`src/rtl/hazard_stall_unit.sv`:
```
// -----------------------------------------------------------------------------
// hazard_stall_unit
//
// Hazard detector for the ID stage. It decides whether the instruction in ID
// can proceed. If that instruction needs a result that cannot yet be forwarded,
// the unit freezes the PC and IF/ID and raises stall_o. stall_o drives the
// bubble mux that zeroes the ID/EX control word.
//
// A branch in ID that depends on a load in EX needs two bubbles. The first
// bubble is signalled combinationally in RUN. The second comes from the HOLD
// state, which holds stall_o high whatever the EX/MEM inputs do.
//
// A taken branch flushes IF/ID unless a stall is active. In that case the
// branch is resolved again once the stall has cleared.
//
// A saturating counter accumulates the number of stall cycles.
//
// Ports
//   clk_i            pipeline clock, rising edge
//   rst_i            asynchronous, active-high reset
//   id_rs_i/id_rt_i  source registers of the ID instruction
//   id_uses_rs_i     ID instruction reads rs
//   id_uses_rt_i     ID instruction reads rt
//   id_is_branch_i   ID instruction is a branch/jr resolved in ID
//   branch_taken_i   ID branch resolved taken this cycle
//   ex_reg_write_i   ID/EX instruction writes a register
//   ex_mem_read_i    ID/EX instruction is a load when non-zero
//   ex_write_reg_i   ID/EX destination register
//   mem_mem_read_i   EX/MEM instruction is a load when non-zero
//   mem_write_reg_i  EX/MEM destination register
//   clear_cnt_i      synchronous clear of the stall counter
//   stall_o          1 = bubble mux zeroes the control word
//   pc_write_o       0 = hold PC
//   ifid_write_o     0 = hold IF/ID
//   ifid_flush_o     1 = zero IF/ID on the next edge
//   stall_cnt_o      saturating count of stall cycles
// -----------------------------------------------------------------------------
module hazard_stall_unit #(
    parameter int REG_W = 5,
    parameter int CNT_W = 16
) (
    input  logic             clk_i,
    input  logic             rst_i,
    input  logic [REG_W-1:0] id_rs_i,
    input  logic [REG_W-1:0] id_rt_i,
    input  logic             id_uses_rs_i,
    input  logic             id_uses_rt_i,
    input  logic             id_is_branch_i,
    input  logic             branch_taken_i,
    input  logic             ex_reg_write_i,
    input  logic [1:0]       ex_mem_read_i,
    input  logic [REG_W-1:0] ex_write_reg_i,
    input  logic [1:0]       mem_mem_read_i,
    input  logic [REG_W-1:0] mem_write_reg_i,
    input  logic             clear_cnt_i,
    output logic             stall_o,
    output logic             pc_write_o,
    output logic             ifid_write_o,
    output logic             ifid_flush_o,
    output logic [CNT_W-1:0] stall_cnt_o
);

    typedef enum logic {
        RUN  = 1'b0,
        HOLD = 1'b1
    } state_t;

    state_t           state_q;
    logic [1:0]       rem_q;
    logic [CNT_W-1:0] cnt_q;
    logic [CNT_W-1:0] cnt_d;

    logic       dep_e;
    logic       dep_m;
    logic       ex_load;
    logic       mem_load;
    logic [1:0] need;
    logic       stall_raw;

    // Register 0 is hard-wired, so a write to it never creates a dependency.
    always_comb begin
        dep_e = (ex_write_reg_i != '0) &&
                ((id_uses_rs_i && (id_rs_i == ex_write_reg_i)) ||
                 (id_uses_rt_i && (id_rt_i == ex_write_reg_i)));
        dep_m = (mem_write_reg_i != '0) &&
                ((id_uses_rs_i && (id_rs_i == mem_write_reg_i)) ||
                 (id_uses_rt_i && (id_rt_i == mem_write_reg_i)));
        ex_load  = (ex_mem_read_i != 2'b00);
        mem_load = (mem_mem_read_i != 2'b00);
    end

    // Number of bubbles needed. The first matching case wins.
    // Branches compare operands in ID, so they wait longer than ALU consumers.
    always_comb begin
        need = 2'd0;
        if (id_is_branch_i && dep_e && ex_load)
            need = 2'd2;
        else if (id_is_branch_i && dep_e && ex_reg_write_i)
            need = 2'd1;
        else if (id_is_branch_i && dep_m && mem_load)
            need = 2'd1;
        else if (!id_is_branch_i && dep_e && ex_load)
            need = 2'd1;
    end

    // HOLD stalls unconditionally. Its EX/MEM view is stale by then.
    assign stall_raw = (state_q == HOLD) || (need != 2'd0);

    // Reset forces the outputs to the free-running values at once,
    // independent of whatever the ID/EX inputs happen to show.
    assign stall_o      = stall_raw && !rst_i;
    assign pc_write_o   = !stall_o;
    assign ifid_write_o = !stall_o;
    assign ifid_flush_o = branch_taken_i && !stall_o;
    assign stall_cnt_o  = cnt_q;

    // Clear has priority over increment. The increment stops at all-ones.
    always_comb begin
        cnt_d = cnt_q;
        if (clear_cnt_i)
            cnt_d = '0;
        else if (stall_raw && (cnt_q != {CNT_W{1'b1}}))
            cnt_d = cnt_q + 1'b1;
    end

    always_ff @(posedge clk_i or posedge rst_i) begin
        if (rst_i) begin
            state_q <= RUN;
            rem_q   <= 2'd0;
            cnt_q   <= '0;
        end else begin
            cnt_q <= cnt_d;
            case (state_q)
                RUN: begin
                    if (need == 2'd2) begin
                        state_q <= HOLD;
                        rem_q   <= 2'd1;
                    end
                end
                HOLD: begin
                    // The "<= 1" test also covers rem_q == 0, so HOLD always exits.
                    if (rem_q <= 2'd1) begin
                        state_q <= RUN;
                        rem_q   <= 2'd0;
                    end else begin
                        rem_q <= rem_q - 2'd1;
                    end
                end
                default: begin
                    state_q <= RUN;
                    rem_q   <= 2'd0;
                end
            endcase
        end
    end

endmodule

```
`config.mk`:
```
export PLATFORM = sky130hd
export DESIGN_NAME = hazard_stall_unit
export DESIGN_NICKNAME = d
export VERILOG_FILES = /design/src/rtl/hazard_stall_unit.sv
export SDC_FILE = /design/constraint.sdc
export NUM_CORES = 1
export LEC_CHECK = 0
export CORE_UTILIZATION = 65
export CTS_BUF_LIST = sky130_fd_sc_hd__clkbuf_4 sky130_fd_sc_hd__clkbuf_8
export DETAILED_ROUTE_END_ITERATION = 10
export DONT_BUFFER_PORTS = 1
export PLACE_DENSITY_LB_ADDON = 0.2
export SETUP_SLACK_MARGIN = 0.5
export SLEW_MARGIN = 20
export SYNTH_ARGS = -nofsm -noshare
export SYNTH_HDL_FRONTEND = slang
export SYNTH_SLANG_ARGS = --single-unit
```
`constraint.sdc`:
```
create_clock -name clk_i -period 3.57 [get_ports clk_i]
set_input_delay 0.8925 -clock clk_i [delete_from_list [all_inputs] [get_ports clk_i]]
set_output_delay 0.8925 -clock clk_i [all_outputs]
set_load 0.1 [all_outputs]
```
==> impl_results.md <==
* Syn Std Cell Area at about 0.0014 mm^2
* Total number of vias at roughly 1300
* H-tree depth at 1
* Post-Route WL at between 3 and 4 mm
* Initial DRC Count at 25
* Critical path class: input port to primary output
* Syn nets at around 190
* Antenna-violating nets left at 0
* Post-DP Area at about 0.0015 mm^2
* Final core utilization at between 80% and 90%
* Max-Cap Viols at 0
* CTS clock-pin slew for the worst setup and hold paths at roughly 0.1 ns
* Unrepaired setup endpoints after global routing: true
* Clock Power Share at ~28%
* Hold WS at 0.5194 ns
* Relative slew slack at 33.36%
* Detailed-router iteration count before antenna repair at 4
* DRC at 0
* Worst slew pin tran at roughly 1 ns
* Status: finished clean
* First-pass GRT wire length at between 4 and 5 mm
* Critical Path Fanout Max at 3
* Skew final at between 0.005 and 0.006 ns
* Root Driver: clkbuf_4
* Placer Congestion at around 0.72
* Switching power at around 120 uW
* Hold Path Class: register to register
* Starting Density at 69.52%
* Placed Cells at 187
* Setup Slack @ Placement at around 0.37 ns
* Fin crit period at between 3 and 4 ns
* Die width at ~48 um
* Hold_buf cts at 0
* Final Max Slew Viols at 0
* Synthesis warning total at 0
* Hold Violations, Final at 0
* Fmax at between 0.3 and 0.4 GHz
* Fin nets at 198
* Total GRT Usage at a little under a third
* Seq cells post-synth at 19
* Slowest stage delay, CP at around 0.31 ns
* Required time worst endpoint at between 2 and 3 ns
* Average vias per placed instance at ~6.7
* Comb pwr share at between 10% and 20%
* Setup TNS at 0 ns
* Die height at between 40 and 50 um
* Critical path data arrival time at between 2 and 2.5 ns
* Int Pwr at between 300 and 400 uW
* Port Buffers at 0
* Clk buf depth at 2
* Vias in the first global route at 1118
* Slowest cell on crit path: nor4_4
* TritonCTS clock tree: built
* Post-synthesis sequential area ratio at about a third
* Full die area at 0.002285 mm^2
* Commonest non-fill, non-tap cell in the layout: dfrtp_1
* Area used by multi-input combinational logic at ~890 um^2
* Synthesized area per cell at slightly below 9 um^2
* Clk_lat worst skew at approximately 0.30 ns
* Nature of the critical path startpoint: input port
* Pwr dens at around 270 mW/mm^2
* Largest net degree at the start of global routing at 29
* Detail Placement HPWL at around 2.4 mm
* Switching portion of total power at between 20% and 30%
* Gate Count Post-Synth at between 150 and 200
* Lkg Pwr at between 0.6 and 0.7 nW
* Layout area overhead at 15.87%
* Num CTS Buffers at 3
* Routed len/inst at ~17 um
* Cell Count, Final, Fillers Out at between 150 and 200
* FF/Latch Area at about 480 um^2
* Worst IR Drop VDD at roughly 0.26 mV
* Fill cell count at roughly 150
* Crit-path cells: xor2_4 > nor4_4 > and3_1 > a31oi_1 > o21a_1 > nor2_4 > inv_2 > buf_12
* Final setup vio count at 0
* Core area at around 0.0020 mm^2
* Worst Setup End Kind: primary output
* Antenna cells at 0
* Post-CTS Setup Inserts at 0
* Layout cells sized above 1 at 19.51%
* Final period util at about nine tenths
* Io pins at 52
* Total grt overflow at 0
* CTS Sinks at 19
* Overall Power at ~430 uW
* Std-Cell Rows at 16
* Post-synth cell types at between 40 and 50
* Commonest non-fill, non-tap cells in the layout: dfrtp_1 (19), a21oi_1 (14), or4_1 (13)
* Flop pwr share at 52.6%
* Initial antenna violation count at 0
* Final WS setup at 0.3983 ns
* Final Cell Area at about 0.0016 mm^2
## worst paths after layout
| path | start | to | slack (ns) | depth (start not counted) |
|---|---|---|---|---|
| setup / recovery | id_rt_i[0] | ifid_write_o | 0.40 | 8 |
| hold / removal | rem_q[1] | state_q | 0.52 | 2 |
| setup reg to reg | stall_cnt_o[11] | stall_cnt_o[10] | 1.17 | 5 |
| hold reg to reg | rem_q[1] | state_q | 0.52 | 2 |
| max in group asynchronous | rst_i | stall_cnt_o[11] | 2.53 | 1 |
| min in group asynchronous | rst_i | stall_cnt_o[15] | 0.58 | 1 |
## layer usage
layer  global-route usage [%]  part of all wire (%)
met3                    10.19                   7.3
met5                        0                     0
met4                    11.67                   2.7
met2                    52.70                    51
met1                    35.55                    39
## what timing repair did
item                                   CTS  global route
gates resized for setup                  7             0
setup endpoints to repair                4             4
endpoints found under the hold margin    0             0
pin swaps                                4             2
## critical path, delay by kind of cell
family                    cells  cell delay (ns)
AOI/OAI and AO/OA             2             0.30
buffers and inverters         2             0.26
xor gates and xnor gates      1             0.18
and+or+nand+nor               3             0.64
## power by group through the flow
stage / combinational (mW) / clock [mW] / sequential [mW]
after floorplan: 0.0596 / 0 / 0.234
after global placement: 0.0737 / 0 / 0.229
after detailed placement: 0.0766 / 0 / 0.230
after CTS: 0.0835 / 0.121 / 0.225
after global routing: 0.0899 / 0.127 / 0.226
final: 0.0838 / 0.119 / 0.225
## cells by family after synthesis
group / Yosys count / share of synthesized area, %
simple gates: 64 / 28.35
compound gates: 37 / 17.43
xor+xnor: 20 / 12.84
flops: 19 / 34.86
buf+inv: 10 / 3.945
mux: 2 / 1.651
fa+ha+maj: 1 / 0.9173
## cell type report
| class | instances | area share (%) |
|---|---|---|
| Tap cell | 27 | 2.138 |
| Clock buffer | 4 | 1.900 |
| Timing Repair Buffer | 15 | 8.947 |
| Multi-Input combinational cell | 124 | 56.45 |
| Inverter | 2 | 0.4751 |
| Sequential cell | 19 | 30.09 |
## Yosys cell counts, drive strengths merged
library cell / instances / share of area (%)
inv: 2 / 0.55
o21ai: 3 / 1.1
o2111ai: 1 / 0.64
xnor2: 12 / 7.7
mux2: 2 / 1.7
or3: 1 / 0.46
and4: 3 / 2.3
nor3: 2 / 0.73
clkbuf: 1 / 0.27
and2: 5 / 2.7
ha: 1 / 0.92
nand2: 12 / 3.3
a31oi: 2 / 0.92
nor2b: 4 / 1.8
a211o: 1 / 0.64
nor2: 4 / 1.1
o21a: 1 / 0.55
xor2: 8 / 5.1
and3: 4 / 2.2
o31ai: 10 / 5.5
o22ai: 1 / 0.46
o211ai: 1 / 0.55
nor4: 2 / 0.92
buf: 7 / 3.1
nand2b: 2 / 0.92
nand4: 4 / 1.8
o221ai: 1 / 0.64
a21oi: 14 / 5.1
nand3: 8 / 2.9
or4: 13 / 7.2
dfrtp: 19 / 35
o41ai: 2 / 1.3
## sequential cells by signal (all words and copies together) (netlist names)
register and cells:
stall_cnt_o 16, rem_q 2, state_q 1
Note: power is estimated with default switching activity, not from simulation.
